==> src/rtl/sequence_detector_param_pkg.sv <==
// Shared constants for the sequence-detector family: default geometry and
// detection-mode encodings, plus a sizing helper for the fill counter.
package sequence_detector_pkg;

    localparam int                               DEFAULT_PATTERN_WIDTH = 4;
    localparam logic [DEFAULT_PATTERN_WIDTH-1:0] DEFAULT_PATTERN       = 4'b1011;
    localparam int                               DEFAULT_COUNT_WIDTH   = 8;

    localparam logic MODE_OVERLAP    = 1'b1;
    localparam logic MODE_NONOVERLAP = 1'b0;

    // Bits needed to hold 0..n inclusive.
    function automatic int fill_width(input int n);
        return $clog2(n + 1);
    endfunction

endpackage

==> src/rtl/sequence_detector_param_if.sv <==
// Bit-stream, control and result bundle between the serial source / event
// logic (master) and the parametrised sequence detector (slave).
interface sequence_detector_param_if #(
    parameter int PATTERN_WIDTH = 4,
    parameter int COUNT_WIDTH   = 8
);

    logic                     sequence_in;
    logic                     sequence_valid;
    logic [PATTERN_WIDTH-1:0] pattern_in;
    logic                     pattern_load;
    logic                     overlap_en;
    logic                     count_clear;
    logic                     detector_out;
    logic [COUNT_WIDTH-1:0]   match_count;

    modport master (
        output sequence_in, sequence_valid, pattern_in, pattern_load,
               overlap_en, count_clear,
        input  detector_out, match_count
    );

    modport slave (
        input  sequence_in, sequence_valid, pattern_in, pattern_load,
               overlap_en, count_clear,
        output detector_out, match_count
    );

endinterface

==> src/rtl/sequence_detector_param_sat_counter.sv <==
// Saturating up-counter with synchronous active-low reset; clear beats
// increment and the count sticks at all-ones instead of wrapping.
module sat_counter #(
    parameter int WIDTH = 8
) (
    input  logic             clock,
    input  logic             reset,
    input  logic             inc,
    input  logic             clear,
    output logic [WIDTH-1:0] count
);

    logic [WIDTH-1:0] count_q;
    logic [WIDTH-1:0] count_d;

    always_comb begin
        count_d = count_q;
        if (clear) begin
            count_d = '0;
        end else if (inc && (count_q != '1)) begin
            count_d = count_q + 1'b1;
        end
    end

    always_ff @(posedge clock) begin
        if (!reset) begin
            count_q <= '0;
        end else begin
            count_q <= count_d;
        end
    end

    assign count = count_q;

endmodule

==> src/rtl/sequence_detector_param.sv <==
// Moore serial sequence detector with run-time reloadable pattern,
// overlap/non-overlap modes, valid-qualified input and saturating match count.
module sequence_detector_param #(
    parameter int                       PATTERN_WIDTH   = sequence_detector_pkg::DEFAULT_PATTERN_WIDTH,
    parameter logic [PATTERN_WIDTH-1:0] DEFAULT_PATTERN = sequence_detector_pkg::DEFAULT_PATTERN,
    parameter int                       COUNT_WIDTH     = sequence_detector_pkg::DEFAULT_COUNT_WIDTH
) (
    input logic                     clock,
    input logic                     reset,
    sequence_detector_param_if.slave bus
);

    import sequence_detector_pkg::*;

    localparam int             N         = PATTERN_WIDTH;
    localparam int             FW        = fill_width(N);
    localparam logic [FW-1:0]  FILL_FULL = FW'(N);

    logic [N-1:0]           history_q, history_d, history_shift;
    logic [N-1:0]           pattern_q, pattern_d;
    logic [FW-1:0]          fill_q, fill_d, fill_inc;
    logic                   detector_q, detector_d;
    logic                   match;
    logic [COUNT_WIDTH-1:0] count_w;

    always_comb begin
        history_shift = {history_q[N-2:0], bus.sequence_in};
        fill_inc      = (fill_q == FILL_FULL) ? FILL_FULL : fill_q + 1'b1;
        // A load cycle discards the incoming bit, so it can never match.
        match         = bus.sequence_valid && !bus.pattern_load &&
                        (fill_inc == FILL_FULL) && (history_shift == pattern_q);

        history_d  = history_q;
        fill_d     = fill_q;
        pattern_d  = pattern_q;
        detector_d = detector_q;

        if (bus.pattern_load) begin
            pattern_d  = bus.pattern_in;
            history_d  = '0;
            fill_d     = '0;
            detector_d = 1'b0;
        end else if (bus.sequence_valid) begin
            history_d  = history_shift;
            detector_d = match;
            // Non-overlapping mode demands N fresh bits after each hit.
            if (match && (bus.overlap_en != MODE_OVERLAP)) begin
                fill_d = '0;
            end else begin
                fill_d = fill_inc;
            end
        end
    end

    always_ff @(posedge clock) begin
        if (!reset) begin
            history_q  <= '0;
            fill_q     <= '0;
            pattern_q  <= DEFAULT_PATTERN;
            detector_q <= 1'b0;
        end else begin
            history_q  <= history_d;
            fill_q     <= fill_d;
            pattern_q  <= pattern_d;
            detector_q <= detector_d;
        end
    end

    sat_counter #(
        .WIDTH (COUNT_WIDTH)
    ) u_match_count (
        .clock (clock),
        .reset (reset),
        .inc   (match),
        .clear (bus.count_clear),
        .count (count_w)
    );

    assign bus.detector_out = detector_q;
    assign bus.match_count  = count_w;

endmodule

==> src/flat_wrapper.sv <==
// flat-port wrapper written by rule: the top's interface ports become plain ports
module sequence_detector_param_flat import sequence_detector_pkg::*;
#(
    parameter int                       PATTERN_WIDTH   = sequence_detector_pkg::DEFAULT_PATTERN_WIDTH,
    parameter logic [PATTERN_WIDTH-1:0] DEFAULT_PATTERN = sequence_detector_pkg::DEFAULT_PATTERN,
    parameter int                       COUNT_WIDTH     = sequence_detector_pkg::DEFAULT_COUNT_WIDTH
)
  (clock, reset, bus_sequence_in, bus_sequence_valid, bus_pattern_in, bus_pattern_load, bus_overlap_en, bus_count_clear, bus_detector_out, bus_match_count);
  sequence_detector_param_if #(.PATTERN_WIDTH(PATTERN_WIDTH), .COUNT_WIDTH(COUNT_WIDTH)) bus_i ();
  input logic clock;
  input logic reset;
  input wire logic [$bits(bus_i.sequence_in)-1:0] bus_sequence_in;
  input wire logic [$bits(bus_i.sequence_valid)-1:0] bus_sequence_valid;
  input wire logic [$bits(bus_i.pattern_in)-1:0] bus_pattern_in;
  input wire logic [$bits(bus_i.pattern_load)-1:0] bus_pattern_load;
  input wire logic [$bits(bus_i.overlap_en)-1:0] bus_overlap_en;
  input wire logic [$bits(bus_i.count_clear)-1:0] bus_count_clear;
  output wire logic [$bits(bus_i.detector_out)-1:0] bus_detector_out;
  output wire logic [$bits(bus_i.match_count)-1:0] bus_match_count;
  assign bus_i.sequence_in = bus_sequence_in;
  assign bus_i.sequence_valid = bus_sequence_valid;
  assign bus_i.pattern_in = bus_pattern_in;
  assign bus_i.pattern_load = bus_pattern_load;
  assign bus_i.overlap_en = bus_overlap_en;
  assign bus_i.count_clear = bus_count_clear;
  assign bus_detector_out = bus_i.detector_out;
  assign bus_match_count = bus_i.match_count;
  sequence_detector_param #(.PATTERN_WIDTH(PATTERN_WIDTH), .DEFAULT_PATTERN(DEFAULT_PATTERN), .COUNT_WIDTH(COUNT_WIDTH)) u_core (.clock(clock), .reset(reset), .bus(bus_i));
endmodule
==> config.mk <==
export PLATFORM = sky130hd
export DESIGN_NAME = sequence_detector_param_flat
export DESIGN_NICKNAME = d
export VERILOG_FILES = /design/src/rtl/sequence_detector_param_pkg.sv /design/src/rtl/sequence_detector_param_if.sv /design/src/rtl/sequence_detector_param_sat_counter.sv /design/src/rtl/sequence_detector_param.sv /design/src/flat_wrapper.sv
export SDC_FILE = /design/constraint.sdc
export NUM_CORES = 1
export LEC_CHECK = 0
export BUFFER_PORTS_ARGS = -buffer_cell sky130_fd_sc_hd__buf_2
export CAP_MARGIN = 5
export CORE_MARGIN = 3
export CORE_UTILIZATION = 40
export DETAILED_ROUTE_END_ITERATION = 12
export SLEW_MARGIN = 15
export SYNTH_ARGS = -nofsm -noshare
export SYNTH_HDL_FRONTEND = slang
export SYNTH_SLANG_ARGS = --single-unit
export TNS_END_PERCENT = 30
==> constraint.sdc <==
create_clock -name clock -period 1.9 [get_ports clock]
set_input_delay 0.285 -clock clock [delete_from_list [all_inputs] [get_ports clock]]
set_output_delay 0.285 -clock clock [all_outputs]
set_load 0.01 [all_outputs]
Word-level counts from Yosys, hierarchy flattened
Cells that the tools add are included.
- bits of input ports: 11
- register bits: 19
- word-level logic and storage cells: 23
- $add $sub $neg: 2
- eq/ne operators: 4
- reduce and logical (&&, ||, !) cells: 8
- multiplexer cells: 2
- bitwise logic cells: 2
- operator list (kind ; number):
    $add 8x1->8 const B ; 1
    $ne 8x8->1 const B ; 1
    $eq 3x3->1 const B ; 2
    $mux 3 ; 2
    $logic_and 1x1->1 ; 5
    $eq 4x4->1 ; 1
    $reduce_or 2->1 ; 2
    $add 3x1->3 const B ; 1
    $not 1->1 ; 2
    $logic_not 1->1 ; 1

Logic depth before layout (Yosys ltp)
Gate-level depths: netlist (run 1).
- depth after elaboration: 7
- mapped depth: 7

Modules after synthesis
Synthesis (run 1) repeated with hierarchy kept, for this count alone.
- cell total of the unflattened synthesis: 102
- area, all modules: 964.7 sq um
- modules (own cells, without submodules) (module ; area an instance (sq um) ; cells an instance ; instances):
    sequence_detector_param ; 543.0 ; 56 ; 1
    sat_counter ; 421.7 ; 46 ; 1

Least setup slack after synthesis (run 1)
Ideal clock, no wire load.
- kind: reg2reg
- from: reg u_core.fill_q[0]
- to: reg u_core.u_match_count.count_q[2] (netlist: u_core.u_match_count.count[2])
- path buffers: 1
- data arrival time: 1445 ps
- stages on the path, launching flop included: 8
- setup time: 119 ps
- clock period less this slack: 1564 ps
- path slack: 336 ps
- cells stage by stage: dfxtp_1 inv_1 ha_1 nor2_1 and4_1 clkbuf_1 nand4_1 mux2i_1
- word-level cells in the longest chain between the ends: 6
- elaborated cells on any way between the ends: 7
- those cells by class: add/sub: 1; eq/ne: 2; mux: 1; reduce/logical: 3
- RTL lines (item ; line ; source):
    start: declaration ; sequence_detector_param.sv:21 ; logic [FW-1:0] fill_q, fill_d, fill_inc;
    start signal: assignment ; sequence_detector_param.sv:63 ; fill_q <= fill_d;
    $add 3x1->3 / $eq 3x3->1 (equally long branches) ; sequence_detector_param.sv:28 ; fill_inc = (fill_q == FILL_FULL) ? FILL_FULL : fill_q + 1'b1;
    $mux 3 * ; sequence_detector_param.sv:28 ;
    $eq 3x3->1 * ; sequence_detector_param.sv:31 ; (fill_inc == FILL_FULL) && (history_shift == pattern_q);
    $logic_and 1x1->1 * ; sequence_detector_param.sv:30 ; match = bus.sequence_valid && !bus.pattern_load &&
    $logic_and 1x1->1 * ; sequence_detector_param.sv:31 ;
    $logic_and 1x1->1 * ; sequence_detector_param_sat_counter.sv:20 ; end else if (inc && (count_q != '1)) begin
    end signal: assignment ; sequence_detector_param_sat_counter.sv:29 ; count_q <= count_d;
    end: declaration ; sequence_detector_param_sat_counter.sv:13 ; logic [WIDTH-1:0] count_q;
Every way passes the cells marked *; elsewhere a longest branch is shown, timed or not.
A chain may end at the register's enable or synchronous reset.

Final worst setup path (run 1)
- from: reg u_core.fill_q[0]
- to: reg u_core.u_match_count.count_q[5] (netlist: u_core.u_match_count.count[5])
Same word-level chain as after synthesis.

==> results of run 1 <==
## kinds of logic after synthesis
logic type | synth area share (%)
compound gates | 4.425
xor+xnor | 3.539
fa+ha+maj | 3.793
buf+inv | 3.287
flops | 38.43
mux | 17.19
simple gates | 29.33
## final cells by class
type / instances / share of cell area, %
Multi-Input combinational cell: 82 / 50.77
Tap cell: 28 / 3.084
Clock buffer: 3 / 1.982
Clock inverter: 1 / 0.6608
Timing Repair Buffer: 20 / 9.031
Sequential cell: 19 / 33.48
Inverter: 3 / 0.9912
## per-layer routing
| metal | track usage, % | up-vias |
|---|---|---|
| li1 | - | 411 |
| met1 | 16.53 | 345 |
| met2 | 17.40 | 20 |
| met3 | 2.320 | 5 |
| met4 | 6.250 | 0 |
| met5 | 0 | - |
## sequential cells by signal, summed over array words and instances, names as in the netlist
name	cells
u_core.u_match_count.count	8
u_core.pattern_q	4
u_core.history_q	3
u_core.fill_q	3
u_core.bus.detector_out	1
## Yosys cell counts, types with 3 or more instances
library cell / instances
a21oi_1: 4
mux2i_1: 17
nor2_1: 10
ha_1: 3
xnor2_1: 4
nand2_1: 14
nand2b_1: 7
nand4_1: 5
nand3_1: 3
nor2b_1: 3
inv_1: 3
dfxtp_1: 19
## path summary, 6_finish.rpt
| path | startpoint | to | slack [ns] | cells past startpoint |
|---|---|---|---|---|
| max reg2reg | u_core.fill_q[0] | u_core.u_match_count.count[5] | 0.16 | 6 |
| min | reset | u_core.pattern_q[3] | 0.18 | 2 |
| min reg2reg | u_core.u_match_count.count[6] | u_core.u_match_count.count[6] | 0.51 | 2 |
| max | u_core.fill_q[0] | u_core.u_match_count.count[5] | 0.16 | 6 |
## per-stage QoR
step / total power, mW / instance area [um2] / cells / worst slack (ns)
after floorplan: 0.4625 / 989.7 / 108 / 0.3361
after global placement: 0.4792 / 1106 / 152 / 0.2477
after detailed placement: 0.4811 / 1106 / 152 / 0.1950
after CTS: 0.7003 / 1136 / 156 / 0.1608
after global routing: 0.7229 / 1136 / 156 / 0.04055
final: 0.6899 / 1136 / 156 / 0.1643
## power breakdown
group | leakage, nW | total (mW) | switching (mW) | internal, mW
sequential | 0.154 | 0.412 | 0.00584 | 0.406
combinational | 0.350 | 0.0593 | 0.0289 | 0.0304
clock | 0.0139 | 0.219 | 0.139 | 0.0802
total | 0.518 | 0.690 | 0.174 | 0.516
==> metrics.md, run 1 <==
| Metric | Value |
|---|---|
| Status | finished clean |
| Multi-input gate area | 576.8 um2 |
| Max-cap viol count | 0 |
| Slew @ Worst Pin | 0.4626 ns |
| Clock Pin Slew Worst Setup and Hold Paths | 0.12 ns |
| ANT cells | 0 |
| I/O Buffers | 19 |
| Crit path max fanout | 8 |
| Synthesized flop and latch total | 19 |
| Post-synth EDFFs | 0 |
| Async SR Flop Fraction | 0% |
| Max Freq | 0.5761 GHz |
| Crit path launch type | register |
| CP peak stage delay | 0.48 ns |
| Pwr dens | 607.3 mW/mm2 |
| Clock Latency Late Sink | 0.31 ns |
| Most used flip-flop cell after synthesis | dfxtp_1 |
| Met1 WL | 912 um |
| Syn avg cell area | 9.164 um2 |
| Final core occ | 49.92% |
| RSZ-0062 raised after global routing | false |
| DP Wirelength | 1359 um |
| CP required | 2.10 ns |
| Largest net degree at the start of global routing | 17 |
| Vias | 781 |
| Initial antenna violation count | 0 |
| CTS tree | done |
| Final period utilization | 91.35% |
| Kind of critical path | reg2reg |
| Gate Count Post-Synth | 108 |
| Net Count, Synth | 122 |
| Die area | 0.003107 mm2 |
| Hold Slack | 0.1806 ns |
| Ys Warns | 0 |
| Sequential element share of the synthesized area | 38.43% |
| Starting density of the core | 43.49% |
| Synth top area share | 38.43% |
| Final hold vios | 0 |
| Max Slew Vio Count | 0 |
| Final Routed Wirelength | 1803 um |
| Leakage | 0.5181 nW |
| NumNets Final | 143 |
| Root Buffer | clkbuf_4 |
| Cell Area, Synth | 989.7 um2 |
| Sequential cell area | 380.4 um2 |
| Max VDD drop | 0.0003915 V |
| Boundary Pins | 20 |
| TritonCTS Buffers | 3 |
| Top delay family on crit path | simple AND/OR/NAND/NOR gates |
| Fin Clk Skew | 0.009074 ns |
| CTS Hold Bufs | 0 |
| Largest cells by area after synthesis | dfxtp_1, mux2i_1, nand2_1 |
| Metal2 WL | 759 um |
| Min-delay worst type | in2reg |
| Final min period | 1.736 ns |
| Post-CTS Setup Repair Bufs | 0 |
| Congestion Overflow GR | 0 |
| CP Capture Type | register |
| Ratio of cells with drive above 1 in the final layout | 21.88% |
| Buf+Inv Stages, Crit Path | 1 |
| Die X | 55.74 um |
| Vias in the first global route | 682 |
| Most frequent cells in the layout | buf_2, dfxtp_1, mux2i_1 |
| Dominant cell type by area after synthesis | dfxtp_1 |
| Worst slew margin | 69.03% |
| Cts repair resizes | 0 |
| Clk buf depth | 2 |
| Die height | 55.74 um |
| Starting DRT DRC Count | 9 |
| Synth cell types | 25 |
| Row cnt | 17 |
| H-tree levels | 1 |
| ANT nets after route | 0 |
| Placer congestion estimate | 0.8009 |
| Uppermost layer routed | met4 |
| Remaining DRCs | 0 |
| GRT Total Usage | 11.95% |
| Crit path DAT | 1.94 ns |
| Vias per cell | 5.006 |
| WL met3 | 94 um |
| Core ar. | 0.002276 mm2 |
| Global-route wire length before repair | 3001 um |
| Layout area overhead | 14.79% |
| Routed WL per cell | 11.56 um |
| Final setup viols | 0 |
| Final setup TNS | 0 ns |
| Clock sink count | 19 |
| Slowest cell on the critical path | nor4b_4 |
| Critical Path, Cell by Cell | inv_1 -> ha_1 -> and3b_4 -> nor4b_4 -> nand4_1 -> mux2i_1 |
| Fillcell total | 222 |
| Drt pass-1 iters | 4 |
(Power assumes the default switching activity.)
==> run 2, diff against run 1 <==
--- a/config.mk
+++ b/config.mk
@@ -11,4 +11,5 @@
 export CORE_UTILIZATION = 40
 export DETAILED_ROUTE_END_ITERATION = 12
+export REMOVE_ABC_BUFFERS = 1
 export SLEW_MARGIN = 15
 export SYNTH_ARGS = -nofsm -noshare
==> constraint.sdc (replaced) <==
create_clock -name clock -period 1.9 [get_ports clock]
set_input_delay 0.38 -clock clock [delete_from_list [all_inputs] [get_ports clock]]
set_output_delay 0.38 -clock clock [all_outputs]
set_load 0.01 [all_outputs]
==> metrics.md, run 2 (same netlist as run 1, synthesis figures left out) <==
| Metric | Value |
|---|---|
| Status | finished clean |
| Crit path launch type | register |
| Sw Share | 24.80% |
| CTS tree | done |
| RSZ-0062 raised after global routing | false |
| Vias in the first global route | 715 |
| Fillcell total | 233 |
| CP Capture Type | register |
| Remaining DRCs | 0 |
| Pwr dens | 604.2 mW/mm2 |
| Largest net degree at the start of global routing | 17 |
| Row cnt | 17 |
| Global-route wire length before repair | 3284 um |
| Slew @ Worst Pin | 0.4837 ns |
| Final hold vios | 0 |
| Clk buf depth | 2 |
| Final Routed Wirelength | 1830 um |
| Final min period | 1.731 ns |
| NumNets Final | 143 |
| Routed WL per cell | 11.73 um |
| Congestion Overflow GR | 0 |
| DP Area | 0.001106 mm2 |
| Root Buffer | clkbuf_4 |
| Vias per cell | 5.013 |
| GRT Total Usage | 12.86% |
| Clock sink count | 19 |
| CP required | 2.10 ns |
| Leakage | 0.5181 nW |
| ANT nets after route | 0 |
| Post-CTS Setup Repair Bufs | 0 |
| Core ar. | 0.002276 mm2 |
| Placer congestion estimate | 0.8509 |
| H-tree levels | 1 |
| Max VDD drop | 0.0003656 V |
| Max reg flops | 8 |
| Final setup TNS | 0 ns |
| Max Slew Vio Count | 0 |
| Pre-CTS WS | 0.1892 ns |
| Crit path max fanout | 8 |
| Die area | 0.003107 mm2 |
| I/O Buffers | 19 |
| Worst slew margin | 67.62% |
| Combinational power share | 8.7% |
| Sequential group share of total power | 60.0% |
| Clock power frac | 31.3% |
| Most frequent cells in the layout | buf_2, dfxtp_1, mux2i_1 |
| Multi-input gate area | 576.8 um2 |
| Clock Pin Slew Worst Setup and Hold Paths | 0.12 ns |
| Final setup viols | 0 |
| Cts repair resizes | 0 |
| Cell Int Power | 516.2 uW |
| Final instance area | 0.001136 mm2 |
| TritonCTS Buffers | 3 |
| Die height | 55.74 um |
| Sw Pwr | 170.2 uW |
| Fin Clk Skew | 0.002441 ns |
| Setup ws final | 0.1692 ns |
| Boundary Pins | 20 |
| Crit path DAT | 1.93 ns |
| Max-cap viol count | 0 |
| Die X | 55.74 um |
| Clock Latency Late Sink | 0.30 ns |
| Vias | 782 |
| Drt pass-1 iters | 4 |
| Sequential cell area | 380.4 um2 |
| ANT cells | 0 |
| Layout area overhead | 14.79% |
| Max Freq | 0.5778 GHz |
| Min-delay worst type | in2reg |
| Kind of critical path | reg2reg |
| Starting density of the core | 43.49% |
| Initial antenna violation count | 0 |
| Final period utilization | 91.09% |
| Starting DRT DRC Count | 15 |
| DP Wirelength | 1441 um |
| Ratio of cells with drive above 1 in the final layout | 21.88% |
| CTS Hold Bufs | 0 |
-- run 2: cell counts in the layout (fill, tap and decap cells not counted) --
No cell type changed its count.
-- run 2: worst paths after layout --
path / slack, ns / endpoint / startpoint / depth (start not counted)
max: 0.17 / u_core.u_match_count.count[5] / u_core.fill_q[0] / 5
min: 0.28 / u_core.pattern_q[0] / reset / 2
max reg2reg: 0.17 / u_core.u_match_count.count[5] / u_core.fill_q[0] / 5
min reg2reg: 0.50 / u_core.u_match_count.count[1] / u_core.u_match_count.count[1] / 2
-- run 2: worst max-delay path, stage by stage, from the launching register on --
cell	delay, ns
dfxtp_1	0.35
ha_1	0.24
and3b_4	0.20
nor4b_4	0.50
nand4_1	0.20
mux2i_1	0.15
-- run 2: metal layers --
metal	up-vias	routed length [um]	track usage, %
met4	0	14	2.083
met5	-	0	0
met3	2	108	4.640
met1	352	900	17.63
met2	20	807	19.59
li1	408	-	-
-- run 2: final cells by class --
| type | count | area share (%) |
|---|---|---|
| clock buffer | 3 | 1.982 |
| clock inverter | 1 | 0.6608 |
| inverter | 3 | 0.9912 |
| multi-input combinational | 82 | 50.77 |
| sequential | 19 | 33.48 |
| tap | 28 | 3.084 |
| timing repair buffer | 20 | 9.031 |
-- run 2: metrics by stage --
step / cells / hold slack (ns) / power [mW] / utilization [%]
3_5_place_dp: 152 / 0.4891 / 0.4812 / 48.60
3_3_place_gp: 152 / 0.4779 / 0.4790 / 48.60
2_1_floorplan: 104 / 0.4419 / 0.4550 / -
4_1_cts: 156 / 0.2708 / 0.6967 / 49.92
6_report: 156 / 0.2816 / 0.6864 / 49.92
5_1_grt: 156 / 0.2757 / 0.7283 / 49.92
-- run 2: power by group through the flow --
| stage | Clock, mW | Sequential (mW) | Combinational (mW) |
|---|---|---|---|
| after floorplan | 0 | 0.419 | 0.0360 |
| after global placement | 0 | 0.420 | 0.0586 |
| after detailed placement | 0 | 0.421 | 0.0604 |
| after CTS | 0.224 | 0.412 | 0.0604 |
| after global routing | 0.247 | 0.413 | 0.0686 |
| final | 0.215 | 0.412 | 0.0597 |
==> run 3, diff against run 2 <==
Settings changed: CELL_PAD_IN_SITES_DETAIL_PLACEMENT from default to 1, CELL_PAD_IN_SITES_GLOBAL_PLACEMENT from default to 1, CORE_UTILIZATION 40 to 39, PLACE_DENSITY_LB_ADDON from default to 0.1.
==> metrics.md, run 3 (same netlist as run 1, synthesis figures left out) <==
| Metric | Value |
|---|---|
| Sequential group share of total power | 59.7% |
| I/O Buffers | 19 |
| NumNets Final | 143 |
| Worst slew margin | 67.91% |
| Vias in the first global route | 850 |
| Non-Filler Instances | 156 |
| Combinational power share | 8.8% |
| Routed WL per cell | 13.33 um |
| Max Slew Vio Count | 0 |
| ANT cells | 0 |
| Congestion Overflow GR | 0 |
| Initial antenna violation count | 0 |
| CP Capture Type | register |
| Placer congestion estimate | 0.7494 |
| GRT Total Usage | 15.47% |
| Max reg flops | 8 |
| TritonCTS Buffers | 3 |
| Final core occ | 48.84% |
| Clock sink count | 19 |
| Global-route wire length before repair | 3857 um |
| Vias per cell | 5.179 |
| Clock Pin Slew Worst Setup and Hold Paths | 0.12 ns |
| Crit path DAT | 1.96 ns |
| Max Freq | 0.5678 GHz |
| Final Routed Wirelength | 2079 um |
| Vias | 808 |
| Final min period | 1.761 ns |
| Root Buffer | clkbuf_4 |
| Cell Int Power | 518.3 uW |
| Ratio of cells with drive above 1 in the final layout | 21.09% |
| Drt pass-1 iters | 4 |
| Final setup viols | 0 |
| DP Wirelength | 1598 um |
| CP required | 2.10 ns |
| Max-cap viol count | 0 |
| Final setup TNS | 0 ns |
| Die area | 0.003178 mm2 |
| Power after layout | 689.3 uW |
| Leakage | 0.5191 nW |
| Crit path launch type | register |
| Fin Clk Skew | 0.009078 ns |
| Final period utilization | 92.69% |
| Starting density of the core | 42.69% |
| RSZ-0062 raised after global routing | false |
| Worst R2R Path Depth | 6 |
| Pwr dens | 608.7 mW/mm2 |
| Boundary Pins | 20 |
| Kind of critical path | reg2reg |
| CTS tree | done |
| Starting DRT DRC Count | 24 |
| Die X | 56.38 um |
| Final hold vios | 0 |
| Slew @ Worst Pin | 0.4794 ns |
| Status | finished clean |
| Clock power frac | 31.5% |
| Cts repair resizes | 0 |
| Largest net degree at the start of global routing | 17 |
| Sw Pwr | 171.0 uW |
| Row cnt | 17 |
| Sw Share | 24.81% |
| H-tree levels | 1 |
| Clk buf depth | 2 |
| Clock Latency Late Sink | 0.31 ns |
| Max VDD drop | 0.0004326 V |
| Core ar. | 0.002318 mm2 |
| Layout area overhead | 14.41% |
| Crit path max fanout | 8 |
| CTS Hold Bufs | 0 |
| Most frequent cells in the layout | buf_2, dfxtp_1, mux2i_1 |
| ANT nets after route | 0 |
| Hold path depth | 2 |
| Post-CTS Setup Repair Bufs | 0 |
| Fillcell total | 280 |
| Min-delay worst type | in2reg |
| Die height | 56.38 um |
| Remaining DRCs | 0 |
| DP Cell Count | 152 |
[run 3: cell types whose count changed in the layout (fill, tap and decap cells not counted), sizes merged]
cell	change
clkinvlp	-1
clkbuf	+1
[run 3: cell type report]
cell class | instances | area, um2 | area share [%]
Sequential cell | 19 | 380.4 | 33.59
Multi-Input combinational cell | 82 | 576.8 | 50.94
Tap cell | 28 | 35.03 | 3.094
Clock buffer | 4 | 26.28 | 2.320
Inverter | 3 | 11.26 | 0.9945
Timing Repair Buffer | 20 | 102.6 | 9.061
[run 3: routing by layer]
layer  vias up  global-route usage (%)  wire, um
li1        410                       -         -
met1       373                   20.95       992
met2        20                   22.87       936
met3         5                   4.368       110
met4         0                   6.441        39
met5         -                       0         0
[run 3: final timing paths]
kind / from / endpoint / slack [ns]
min reg2reg: u_core.pattern_q[1] / u_core.pattern_q[1] / 0.51
max: u_core.fill_q[0] / u_core.u_match_count.count[2] / 0.14
min: reset / u_core.pattern_q[1] / 0.28
max reg2reg: u_core.fill_q[0] / u_core.u_match_count.count[2] / 0.14
[run 3: critical path, stage by stage (launching register included)]
cell and delay (ns):
dfxtp_1 0.35, inv_1 0.07, ha_1 0.16, and3b_4 0.22, nor4b_4 0.49, nand4_1 0.20
mux2i_1 0.16
[run 3: stage by stage]
| step | hold WS [ns] | area [um2] | setup WS [ns] |
|---|---|---|---|
| after floorplan | 0.4419 | 968.4 | 0.3557 |
| after global placement | 0.4802 | 1106 | 0.1864 |
| after detailed placement | 0.4879 | 1106 | 0.1434 |
| after CTS | 0.2643 | 1132 | 0.1269 |
| after global routing | 0.2813 | 1132 | 0.01062 |
| final | 0.2786 | 1132 | 0.1388 |
[run 3: power by group through the flow]
stage | Combinational, mW | Clock (mW) | Sequential (mW)
global route | 0.0697 | 0.239 | 0.413
finish | 0.0608 | 0.217 | 0.411
CTS | 0.0622 | 0.229 | 0.411
detailed placement | 0.0619 | 0 | 0.421
floorplan | 0.0360 | 0 | 0.419
global placement | 0.0597 | 0 | 0.420
